$ cat config.mk
export PLATFORM = sky130hd
export DESIGN_NAME = ehl_generic2apb
export DESIGN_NICKNAME = d
export VERILOG_FILES = /design/src/rtl/ehl_apb_pkg.sv /design/src/rtl/ehl_generic2apb.sv
export SDC_FILE = /design/constraint.sdc
export NUM_CORES = 1
export LEC_CHECK = 0
export CAP_MARGIN = 20
export CORE_ASPECT_RATIO = 1.25
export CORE_MARGIN = 1
export CORE_UTILIZATION = 36
export DETAILED_ROUTE_END_ITERATION = 8
export HOLD_SLACK_MARGIN = 0.03
export PLACE_DENSITY_LB_ADDON = 0.3
export RECOVER_POWER = 25
export SLEW_MARGIN = 20
export SYNTH_ARGS = -nofsm -noshare
export SYNTH_HDL_FRONTEND = slang
export SYNTH_SLANG_ARGS = --single-unit
export TNS_END_PERCENT = 50
$ cat constraint.sdc
create_clock -name pclk -period 1.4 [get_ports pclk]
set_input_delay 0.42 -clock pclk [delete_from_list [all_inputs] [get_ports pclk]]
set_output_delay 0.42 -clock pclk [all_outputs]
set_load 0.01 [all_outputs]
$ cat src/rtl/ehl_apb_pkg.sv
// Shared APB-side definitions: initiator FSM state encoding and timeout counter width.
package ehl_apb_pkg;

  typedef enum logic [1:0] {
    APB_IDLE   = 2'b00,
    APB_SETUP  = 2'b01,
    APB_ACCESS = 2'b10
  } apb_state_e;

  localparam int APB_TOCNT_W = 16;

endpackage

$ cat src/rtl/ehl_generic2apb.sv
// APB3 initiator bridge: turns single host requests (req/wr/adr/wdata) into SETUP/ACCESS transfers.
// Define EHL_GENERIC2APB_TIMEOUT_EN to force-terminate ACCESS after TIMEOUT unready cycles.
module ehl_generic2apb
  import ehl_apb_pkg::*;
#(
  parameter int DATA_WIDTH = 32,
  parameter int ADR_WIDTH  = 32,
  parameter int TIMEOUT    = 255
) (
  input  logic                  pclk,
  input  logic                  presetn,
  input  logic                  req,
  input  logic                  wr,
  input  logic [ADR_WIDTH-1:0]  adr,
  input  logic [DATA_WIDTH-1:0] wdata,
  output logic                  busy,
  output logic                  ack,
  output logic [DATA_WIDTH-1:0] rdata,
  output logic                  err,
  output logic [ADR_WIDTH-1:0]  paddr,
  output logic                  pwrite,
  output logic                  psel,
  output logic                  penable,
  output logic [DATA_WIDTH-1:0] pwdata,
  input  logic                  pready,
  input  logic                  pslverr,
  input  logic [DATA_WIDTH-1:0] prdata
);

  if (TIMEOUT < 1 || TIMEOUT > 65535) begin : g_timeout_range
    $error("ehl_generic2apb: TIMEOUT must be within 1..65535");
  end

  apb_state_e state, state_nxt;
  logic       done;
  logic       expire;
  logic       to_hit;

`ifdef EHL_GENERIC2APB_TIMEOUT_EN
  localparam logic [APB_TOCNT_W-1:0] TO_LAST = APB_TOCNT_W'(TIMEOUT - 1);
  logic [APB_TOCNT_W-1:0] to_cnt;

  // Hitting TIMEOUT-1 while still unready means this is the TIMEOUT-th waiting cycle.
  assign to_hit = (to_cnt == TO_LAST);

  always_ff @(posedge pclk or negedge presetn) begin
    if (!presetn) begin
      to_cnt <= '0;
    end else if (state == APB_SETUP) begin
      to_cnt <= '0;
    end else if (state == APB_ACCESS && !pready) begin
      to_cnt <= to_cnt + 1'b1;
    end
  end
`else
  assign to_hit = 1'b0;
`endif

  // NOTE: every always_comb output gets a default first so no path can infer a latch.
  always_comb begin
    state_nxt = state;
    done      = 1'b0;
    expire    = 1'b0;
    case (state)
      APB_IDLE:   if (req) state_nxt = APB_SETUP;
      APB_SETUP:  state_nxt = APB_ACCESS;
      APB_ACCESS: begin
        if (pready) begin
          state_nxt = APB_IDLE;
          done      = 1'b1;
        end else if (to_hit) begin
          state_nxt = APB_IDLE;
          expire    = 1'b1;
        end
      end
      default:    state_nxt = APB_IDLE;
    endcase
  end

  // NOTE: state and data registers use non-blocking assignments so all flops update together.
  always_ff @(posedge pclk or negedge presetn) begin
    if (!presetn) begin
      state <= APB_IDLE;
    end else begin
      state <= state_nxt;
    end
  end

  // Request fields are captured only on acceptance and held afterwards, so IDLE keeps the last transfer visible.
  always_ff @(posedge pclk or negedge presetn) begin
    if (!presetn) begin
      paddr  <= '0;
      pwrite <= 1'b0;
      pwdata <= '0;
      ack    <= 1'b0;
      err    <= 1'b0;
      rdata  <= '0;
    end else begin
      if (state == APB_IDLE && req) begin
        paddr  <= adr;
        pwrite <= wr;
        pwdata <= wdata;
      end
      ack <= done | expire;
      err <= (done & pslverr) | expire;
      if (done && !pwrite) begin
        rdata <= prdata;
      end
    end
  end

  // Bus controls decode straight from state so an asynchronous reset drops them at once.
  assign psel    = (state == APB_SETUP) || (state == APB_ACCESS);
  assign penable = (state == APB_ACCESS);
  assign busy    = psel;

endmodule

==> results of run 1 <==
-- layer usage --
| metal | vias up | share of wire, % | GRT usage [%] |
|---|---|---|---|
| met2 | 99 | 55 | 29.9 |
| met3 | 19 | 5.6 | 3.74 |
| li1 | 1232 | - | - |
| met1 | 1364 | 36 | 19.6 |
| met5 | - | 0 | 0 |
| met4 | 0 | 2.7 | 9.51 |
-- sequential cells by signal (all words and copies together), names as in the netlist --
name and cells:
paddr 32, state 2, rdata 32, err 1, pwdata 32, pwrite 1
ack 1
-- worst max-delay path by stage --
stage | slack [ps] | depth (start not counted) | to
after floorplan | -90 | 7 | rdata[10]
after global placement | -380 | 5 | rdata[12]
after detailed placement | -400 | 5 | rdata[22]
after CTS | -220 | 7 | rdata[0]
after global routing | -250 | 7 | rdata[0]
final | -200 | 7 | rdata[0]
-- area by class of cell --
type | count | area (sq um)
clock inverters | 5 | 60.1
inverters | 4 | 15.0
repair buffers | 229 | 2030
clock buffers | 11 | 243
fillers | 851 | 4240
well taps | 132 | 165
multi-input cells | 108 | 1390
flip-flops and latches | 101 | 2530
-- cells by family (layout without fill, tap and decap cells) --
group / Yosys count / after routing / share of synthesized area [%]
flip-flops: 101 / 101 / 63.5
multiplexers: 99 / 99 / 30.8
buffers and inverters: 16 / 249 / 3.55
adder cells (fa/ha/maj): 4 / 4 / 1.26
AND/OR/NAND/NOR: 4 / 4 / 0.723
AO/OA/AOI/OAI: 1 / 1 / 0.157
-- per-stage QoR --
| step | utilization, % | instance area [sq um] | cells | power (mW) | hold slack (ps) |
|---|---|---|---|---|---|
| final | 60.3 | 6430 | 590 | 14.0 | 502 |
| after global routing | 60.3 | 6430 | 590 | 14.7 | 516 |
| after CTS | 62.8 | 6700 | 586 | 14.4 | 507 |
| after detailed placement | 58.8 | 6270 | 564 | 12.3 | 335 |
| after global placement | 58.8 | 6270 | 564 | 12.1 | 340 |
| after floorplan | - | 4020 | 225 | 8.36 | 124 |
-- report_power, final --
part | switching [mW] | internal [mW]
Clock | 1.05 | 1.44
Combinational | 2.58 | 3.78
Sequential | 0.716 | 4.39
-- repair_timing --
item                                    in CTS  in global routing
hold buffers                                 1                  0
endpoints found under the setup margin     201                149
hold endpoints to repair                    13                  0
buffers inserted                             4                  1
cloned                                       1                  3
pin swaps                                    2                  2
resized for setup                          251                 76
-- layout by cell type, fill, tap and decap left out, drive strengths merged --
cell type / instances
and2: 1
and3: 1
buf: 42
bufinv: 1
clkbuf: 68
clkdlybuf4s15: 29
clkdlybuf4s50: 99
clkinv: 3
clkinvlp: 1
dfrtp: 101
dlygate4sd3: 1
dlymetal6s2s: 1
ha: 4
inv: 4
mux2: 99
nand2: 1
nand2b: 1
o22ai: 1
==> metrics.md, run 1 <==
| Metric | Value |
|---|---|
| Status | complete, but fails checks |
| Failing checks | setup timing |
| Root buf cell | clkbuf_16 |
| Worst slack, placed | -403 ps |
| Crit path buf inv count | 3 |
| Worst flop-to-flop path startpoint | state[0] |
| Crit path max-delay family | flip-flops |
| Port-buffer cells | around 200 |
| Final setup violation count | 37 |
| Leading post-synthesis cells by cell area | dfrtp_1 63%, mux2_2 20%, mux2_4 11% |
| CTS max path bufs | 2 |
| Arr. time, crit path | 1830 ps |
| CTS Buf Count | 9 |
| Layout area overhead | 61.5% |
| Hold Path End | pwdata[12] |
| Mapped Cells | 225 |
| Peak supply drop | 1.20 mV |
| Fin worst setup slack | -205 ps |
| FP Rows | 42 |
| Number of diodes | 0 |
| Area leader, netlist | dfrtp_1 |
| Reg clk slew, reported paths | about 70 ps |
| Ys async rst share | 100% |
| Routed WL | 9980 um |
| Post-synth EDFFs | 0 |
| Max FO, Critical Path | 10 |
| Synth Net Count | 331 |
| Worst slew pin tran | 541 ps |
| Worst stage delay on the critical path | 360 ps |
| Sequential cell area fraction in the yosys report | 63.5% |
| Reg2Reg Depth | 7 |
| Ports | 204 |
| Core area | between 0.01 and 0.015 sq mm |
| Reg2reg setup slack | -200 ps |
| Worst setup EP type | register |
| Global-route usage over all layers | 17.4% |
| Top cell types by occurrence after synthesis | 101 x dfrtp_1, 69 x mux2_2, 30 x mux2_4 |
| Synth Flop Type | dfrtp_1 |
| First-pass GRT wire length | 14800 um |
| Clock tree sinks | approximately 100 |
| Via density | around 4.6 |
| Req. time, crit path | 1620 ps |
| Largest net degree at the start of global routing | 44 |
| Post-DR wirelength/cell | ~17 um |
| ANT nets after route | 0 |
| First-pass detailed-route iteration total | 4 |
| Synth Register Bits | between 100 and 150 |
| Crit path launch | state[0] |
| TritonCTS clock tree | built |
| Power Density | around 2200 mW/mm^2 |
| Hold Path Class | reg2reg |
| Crit path cell chain | inv_2 -> buf_6 -> ha_4 -> and2_4 -> nand2b_4 -> buf_12 -> mux2_2 |
| Final Max Slew Viols | 0 |
| WS Path Type | reg2reg |
| Layout Skew | 7.90 ps |
| Min Tclk post-route | between 1500 and 2000 ps |
| Chip Width | 96.1 um |
| Post-synth cell types | 14 |
| Die Y-Extent | around 120 um |
| Number of global-route vias before repair | 2936 |
| Gpl congestion | 0.784 |
| DIE AREA | 0.0115 sq mm |
| Ys Warns | 0 |
| DP HPWL | 7220 um |
| Synth top area share | roughly 63% |
| Setup TNS | -6450 ps |
| HP Start | pwdata[12] |
| Max-cap violations | 0 |
| DRC | 0 |
| CTS H-Tree Depth | 3 |
| Layout Nets | 559 |
| CP Launch Type | register |
| DR vias | ~2.7k |
| RSZ-0062 raised after global routing | true |
| Worst-Skew Late Latency | 340 ps |
| 1st-iter DRT viols | 36 |
| Synthesized area | 0.00398 sq mm |
| Initial core utilization | between 30% and 40% |
| Avg Cell Area, Syn | 17.7 sq um |
| Worst hold path stage count | 1 |
| Leakage | 3.04 nW |
| GR Overflow Total | 0 |
| Ratio of cells with drive above 1 in the final layout | 50.4% |
| Initial antenna violation count | 0 |
| Final period utilization | 115% |
| Slew headroom | 63.9% |
| Final hold violation count | 0 |
| FMAX | 623 MHz |
| Worst path slowest cell | dfrtp_1 |
| RR Endpoint | rdata[0] |
| Count leader, synth | dfrtp_1 |
Power figures use the tool's default switching activity.
==> run 2, diff against run 1 <==
--- a/config.mk
+++ b/config.mk
@@ -7,7 +7,7 @@
 export LEC_CHECK = 0
 export CAP_MARGIN = 20
 export CORE_ASPECT_RATIO = 1.25
-export CORE_MARGIN = 1
+export CORE_MARGIN = 2
 export CORE_UTILIZATION = 36
 export DETAILED_ROUTE_END_ITERATION = 8
 export HOLD_SLACK_MARGIN = 0.03
==> run 2 against run 1 <==
  * The run still ends with setup timing left
  * Non-clock buffer count rose by 5
  * Sequential cell count did not move
  * Die area rose by 3.8%
  * Global-route usage fell by 1.4 points
  * Fmax is 1.3% higher
  * Count of clock-buffer cells in the layout fell by 1
  * Sequential share of layout area down 0.36 points
  * First-iteration DRC count grew 22%
  * Highest routed layer unchanged
==> metrics.md, run 2 (synthesized netlist as in run 1, its figures left out) <==
| Metric | Value |
|---|---|
| Status | complete, but fails checks |
| Failing checks | setup timing |
| Initial antenna violation count | 0 (unchanged) |
| Die Y-Extent | 122 um (+1.7%) |
| Int Power | 9.76 mW (+1.6%) |
| Max FO, Critical Path | 3 (-7) |
| First-pass detailed-route iteration total | 4 (unchanged) |
| Slew headroom | 67.8% (+3.8 points) |
| Routed WL | 10200 um (+2.7%) |
| FP Rows | 42 (unchanged) |
| Final hold violation count | 0 (unchanged) |
| Post-DR wirelength/cell | 17.2 um (+1.8%) |
| Max-cap violations | 0 (unchanged) |
| First-pass GRT wire length | 14900 um (+0.80%) |
| CTS max path bufs | 2 (unchanged) |
| Final period utilization | 113% (-1.4 points) |
| DR vias | 2718 (+0.15%) |
| Most frequent cells in the layout | 101 x dfrtp_1, 99 x clkdlybuf4s50_1, 65 x mux2_2 |
| WS Path Type | reg2out |
| Switching part of the total | 31.2% (+0.090 points) |
| Fin worst setup slack | -185 ps (+19.9 ps) |
| Leakage | 3.08 nW (+1.2%) |
| Layout area overhead | 62.9% |
| DP HPWL | 6920 um (-4.1%) |
| Ratio of cells with drive above 1 in the final layout | 51.6% (+1.2 points) |
| ANT nets after route | 0 (unchanged) |
| Min Hold Slack | 433 ps (-68.8 ps) |
| Worst slack, placed | -428 ps (-25.0 ps) |
| Core area | 0.0107 sq mm (unchanged) |
| Global-route usage over all layers | 16.0% (-1.4 points) |
| Number of global-route vias before repair | 2908 (-0.95%) |
| Commonest non-fill, non-tap cell in the layout | dfrtp_1 |
| Placed instance count | 560 (-0.71%) |
| DIE AREA | 0.0119 sq mm (+3.8%) |
| Layout Skew | 7.25 ps (-0.654 ps) |
| GR Overflow Total | 0 (unchanged) |
| Worst slew pin tran | 483 ps (-58.5 ps) |
| Chip Width | 98.1 um (+2.1%) |
| Worst-Skew Late Latency | 330 ps (about the same) |
| Logic pwr share | 46.5% (+0.9 points) |
| Clock group share of total power | 17.5% (-0.3 points) |
| NetSw | 4.43 mW (+2.0%) |
| Clock tree sinks | 101 (unchanged) |
| CP Launch Type | register |
| Hold Path Class | in2async |
| Initial core utilization | 37.3% (unchanged) |
| Peak supply drop | 1.07 mV (-11%) |
| Worst setup EP type | output port |
| Number of diodes | 0 (unchanged) |
| Min Tclk post-route | 1580 ps (-19.9 ps) |
| Via density | 4.57 (-0.69%) |
| Final Max Slew Viols | 0 (unchanged) |
| Largest net degree at the start of global routing | 51 (+16%) |
| Root buf cell | clkbuf_16 |
| Port-buffer cells | 203 (unchanged) |
| FMAX | 631 MHz (+1.3%) |
| Req. time, crit path | 980 ps (-640 ps) |
| RSZ-0062 raised after global routing | true |
| Largest regs | paddr: 32 flops, pwdata: 32 flops, rdata: 32 flops |
| DRC | 0 (unchanged) |
| Power Density | 2190 mW/mm^2 (+0.79%) |
| Final setup violation count | 76 (+110%) |
| CTS H-Tree Depth | 3 (unchanged) |
| Pwr Total | 14.2 mW (+1.7%) |
| Ports | 204 (unchanged) |
| Layout Nets | 565 (+1.1%) |
| Reg clk slew, reported paths | 70 ps (about the same) |
| Arr. time, crit path | 1160 ps (-670 ps) |
| Gpl congestion | 0.725 (-7.5%) |
| TritonCTS clock tree | built |
| 1st-iter DRT viols | 44 (+22%) |
| CTS Buf Count | 9 (unchanged) |
| Core Util, Final | 60.8% (+0.55 points) |
| Post-Layout Cell Count | 595 (+0.85%) |
| Flop pwr share | 36.0% (-0.6 points) |
run 2: through the flow:
stage | TNS (ps) | area (sq um)
2_1_floorplan | -6020 | 4020
3_3_place_gp | -33090 | 6220
3_5_place_dp | -35100 | 6220
4_1_cts | -6190 | 6640
5_1_grt | -12530 | 6490
6_report | -8200 | 6490
run 2: worst max-delay path, stage by stage, from the launching register on:
cell	delay, ps
dfrtp_1	390
inv_2	110
ha_4	220
buf_6	120
run 2: per-layer routing:
layer / share of wire, % / vias up / wire (um) / GRT usage [%]
met5: 0 / - / 0 / 0
met4: 2.0 / 0 / 208 / 6.60
met3: 6.5 / 13 / 666 / 4.88
met2: 55 / 107 / 5600 / 27.7
met1: 37 / 1348 / 3780 / 18.6
li1: - / 1250 / - / -
run 2: area by class of cell:
cell class	instances	area [sq um]
repair buffers	234	2070
well taps	132	165
flip-flops and latches	101	2530
inverters	4	15.0
fillers	856	4180
clock buffers	10	239
multi-input cells	109	1410
clock inverters	5	61.3
run 2: power groups by stage:
stage / combinational, mW / sequential, mW / clock [mW]
2_1_floorplan: 2.53 / 5.83 / 0
4_1_cts: 6.60 / 5.14 / 2.57
3_5_place_dp: 7.04 / 5.17 / 0
3_3_place_gp: 6.92 / 5.11 / 0
5_1_grt: 7.05 / 5.32 / 2.69
6_report: 6.60 / 5.11 / 2.49
run 2: worst paths after layout:
kind	depth (start not counted)	slack [ps]	end	start
max	3	-180	psel	state[0]
min	2	430	rdata[5]	presetn
max reg2reg	6	-180	rdata[20]	state[1]
min reg2reg	1	500	paddr[18]	paddr[18]
max in group asynchronous	3	270	paddr[18]	presetn
min in group pclk	1	500	paddr[18]	paddr[18]
run 2: repair_timing:
action	in CTS	in global routing
pin swaps	1	1
setup buffers	3	6
hold endpoints to repair	1	0
setup endpoints to repair	200	180
hold buffers	1	0
gates resized for setup	239	94
cloned	1	9
==> run 3, diff against run 2 <==
--- a/config.mk
+++ b/config.mk
@@ -8,7 +8,8 @@
 export CAP_MARGIN = 20
 export CORE_ASPECT_RATIO = 1.25
 export CORE_MARGIN = 2
-export CORE_UTILIZATION = 36
+export CORE_UTILIZATION = 43
+export CTS_CLUSTER_DIAMETER = 200
 export DETAILED_ROUTE_END_ITERATION = 8
 export HOLD_SLACK_MARGIN = 0.03
 export PLACE_DENSITY_LB_ADDON = 0.3
==> constraint.sdc (replaced) <==
create_clock -name pclk -period 1.9 [get_ports pclk]
set_input_delay 0.57 -clock pclk [delete_from_list [all_inputs] [get_ports pclk]]
set_output_delay 0.57 -clock pclk [all_outputs]
set_load 0.01 [all_outputs]
==> run 3 against run 2 <==
  * The run now ends clean
  * Register-to-register slack improved by 400 ps
  * Routed wire length fell by 7.0%
  * Sequential power fell by 26%
  * Sequential share of layout area fell by 0.12 points
  * Final area rose by 0.31%
  * Non-clock buffer count fell by 18
  * Critical path type unchanged
  * Largest cell class unchanged
  * Highest routed layer unchanged
==> metrics.md, run 3 (synthesized netlist as in run 1, its figures left out) <==
| Metric | Value |
|---|---|
| Status | complete, no violations |
| Min Tclk post-route | between 1500 and 2000 ps |
| Worst setup EP type | output port |
| Hold Path End | pwdata[28] |
| Core Util, Final | 71.7% (+11 points) |
| Most frequent cells in the layout | 199 x clkdlybuf4s50_1, 101 x dfrtp_1, 69 x mux2_2 |
| Reg2reg setup slack | 220 ps (+400 ps) |
| GR Overflow Total | 0 (unchanged) |
| Initial core utilization | 43.9% (+6.5 points) |
| HP Start | pwdata[28] |
| DR vias | 2608 (-4.0%) |
| Ratio of cells with drive above 1 in the final layout | 30.4% (-21 points) |
| NetSw | 3.05 mW (-31%) |
| RR Endpoint | rdata[13] |
| Power Density | 1660 mW/mm^2 (-24%) |
| First-pass detailed-route iteration total | 4 (unchanged) |
| 1st-iter DRT viols | 72 (+64%) |
| CTS Buf Count | 9 (unchanged) |
| Leakage | 2.87 nW (-6.7%) |
| Port-buffer cells | 203 (unchanged) |
| # fillers | 653 (-24%) |
| Root buf cell | clkbuf_16 |
| Reg clk slew, reported paths | 70 ps (about the same) |
| Peak supply drop | 0.927 mV (-13%) |
| Worst stage delay on the critical path | 570 ps (+180 ps) |
| Core area | 0.00908 sq mm (-15%) |
| Layout area overhead | 63.5% |
| FP Rows | 39 (-7.1%) |
| DRC | 0 (unchanged) |
| Switching part of the total | 28.1% (-3.1 points) |
| Via density | 4.60 (+0.69%) |
| Max-cap violations | 0 (unchanged) |
| Final Max Slew Viols | 0 (unchanged) |
| Max FO, Critical Path | 2 (-1) |
| Commonest non-fill, non-tap cell in the layout | clkdlybuf4s50_1 |
| CTS max path bufs | 2 (unchanged) |
| CTS H-Tree Depth | 3 (unchanged) |
| Number of global-route vias before repair | 2946 (+1.3%) |
| RSZ-0062 raised after global routing | false |
| DP HPWL | 7270 um (+5.1%) |
| CP Launch Type | register |
| Largest regs | paddr: 32 flops, pwdata: 32 flops, rdata: 32 flops |
| Crit path buf inv count | 1 (-1) |
| WS Path Type | reg2out |
| Largest net degree at the start of global routing | 37 (-27%) |
| Reg2Reg Depth | 6 (unchanged) |
| Reg area | 0.00253 sq mm (unchanged) |
| Worst path slowest cell | clkdlybuf4s50_1 |
| First-pass GRT wire length | 15400 um (+3.4%) |
| Area occupied by multi-input gates | 0.00132 sq mm (-6.6%) |
| Flop pwr share | 35.1% (-0.9 points) |
| Worst slew pin tran | 1340 ps (+858 ps) |
| Initial antenna violation count | 0 (unchanged) |
| Min Hold Slack | 503 ps (+69.9 ps) |
| Arr. time, crit path | 1270 ps (+110 ps) |
| Die Y-Extent | 112 um (-8.2%) |
| Number of diodes | 0 (unchanged) |
| Final period utilization | 96.9% |
| Req. time, crit path | 1330 ps (+350 ps) |
| Crit path cell chain | clkdlybuf4s50_1 |
| Clock group share of total power | 18.2% (+0.7 points) |
| Chip Width | 90.1 um (-8.2%) |
| Layout Skew | 7.94 ps (+0.690 ps) |
| Ports | 204 (unchanged) |
| Cts hold-fix bufs | 0 (-1) |
| Post-DR wirelength/cell | 16.8 um (-2.5%) |
| Hold Path Class | reg2reg |
| Layout Nets | 546 (-3.4%) |
| FMAX | 543 MHz |
| Global-route usage over all layers | 19.8% (+3.8 points) |
| Crit path max-delay family | buffers and inverters |
| Final setup violation count | 0 (-100%) |
| DIE AREA | 0.0100 sq mm (-16%) |
| Routed WL | 9530 um (-7.0%) |
| ANT nets after route | 0 (unchanged) |
| Pwr Total | 10.8 mW (-24%) |
| Worst hold path stage count | 1 |
| Final hold violation count | 0 (unchanged) |
| Logic pwr share | 46.7% (+0.2 points) |
| Slew headroom | 10.6% (-57 points) |
| Worst-Skew Late Latency | 340 ps (about the same) |
| TritonCTS clock tree | built |
| Worst flop-to-flop path startpoint | state[1] |
| Clock tree sinks | 101 (unchanged) |
| Gpl congestion | 0.768 (+5.9%) |
| Int Power | 7.77 mW (-20%) |
## run 3: power groups by stage
| stage | Sequential, mW | Clock (mW) | Combinational, mW |
|---|---|---|---|
| 3_5_place_dp | 3.83 | 0 | 5.12 |
| 4_1_cts | 3.81 | 2.01 | 5.13 |
| 6_report | 3.79 | 1.97 | 5.06 |
| 2_1_floorplan | 4.29 | 0 | 1.81 |
| 3_3_place_gp | 3.77 | 0 | 5.01 |
| 5_1_grt | 3.94 | 2.12 | 5.32 |
## run 3: final cells by class
| class | count | area share, % |
|---|---|---|
| Sequential cell | 101 | 38.8 |
| Clock buffer | 12 | 3.94 |
| Clock inverter | 3 | 1.06 |
| Tap cell | 123 | 2.36 |
| Multi-Input combinational cell | 108 | 20.2 |
| Inverter | 4 | 0.231 |
| Timing Repair Buffer | 216 | 33.4 |
## run 3: metal layers
metal / GRT usage [%] / routed length [um] / vias up
met4: 8.82 / 240 / 0
li1: - / - / 1205
met5: 0 / 0 / -
met1: 22.3 / 3550 / 1282
met3: 6.16 / 572 / 16
met2: 34.7 / 5160 / 105
## run 3: worst max path at each step
stage	start	endpoint	slack [ps]	cells after the start
after floorplan	state[0]	rdata[10]	300	7
after CTS	state[1]	busy	-30	3
after detailed placement	pready	rdata[28]	-50	5
final	rdata[8]	rdata[8]	60	1
after global routing	pwrite	pwrite	8	1
after global placement	pready	rdata[29]	-30	5
## run 3: per-stage QoR
| step | std cells | setup TNS (ps) | setup slack (ps) | area, sq um |
|---|---|---|---|---|
| after floorplan | 225 | 0 | 296 | 3980 |
| after global placement | 550 | -582 | -29.5 | 6190 |
| after CTS | 567 | -65.3 | -33.4 | 6520 |
| final | 567 | 0 | 58.9 | 6510 |
| after detailed placement | 550 | -1000 | -47.2 | 6190 |
| after global routing | 567 | 0 | 7.82 | 6510 |
## run 3: repair_timing
item                                    4_1_cts  5_1_grt
setup buffers                                 2        0
endpoints found under the setup margin        3        2
pin swaps                                     0        0
gates resized for setup                       8        4
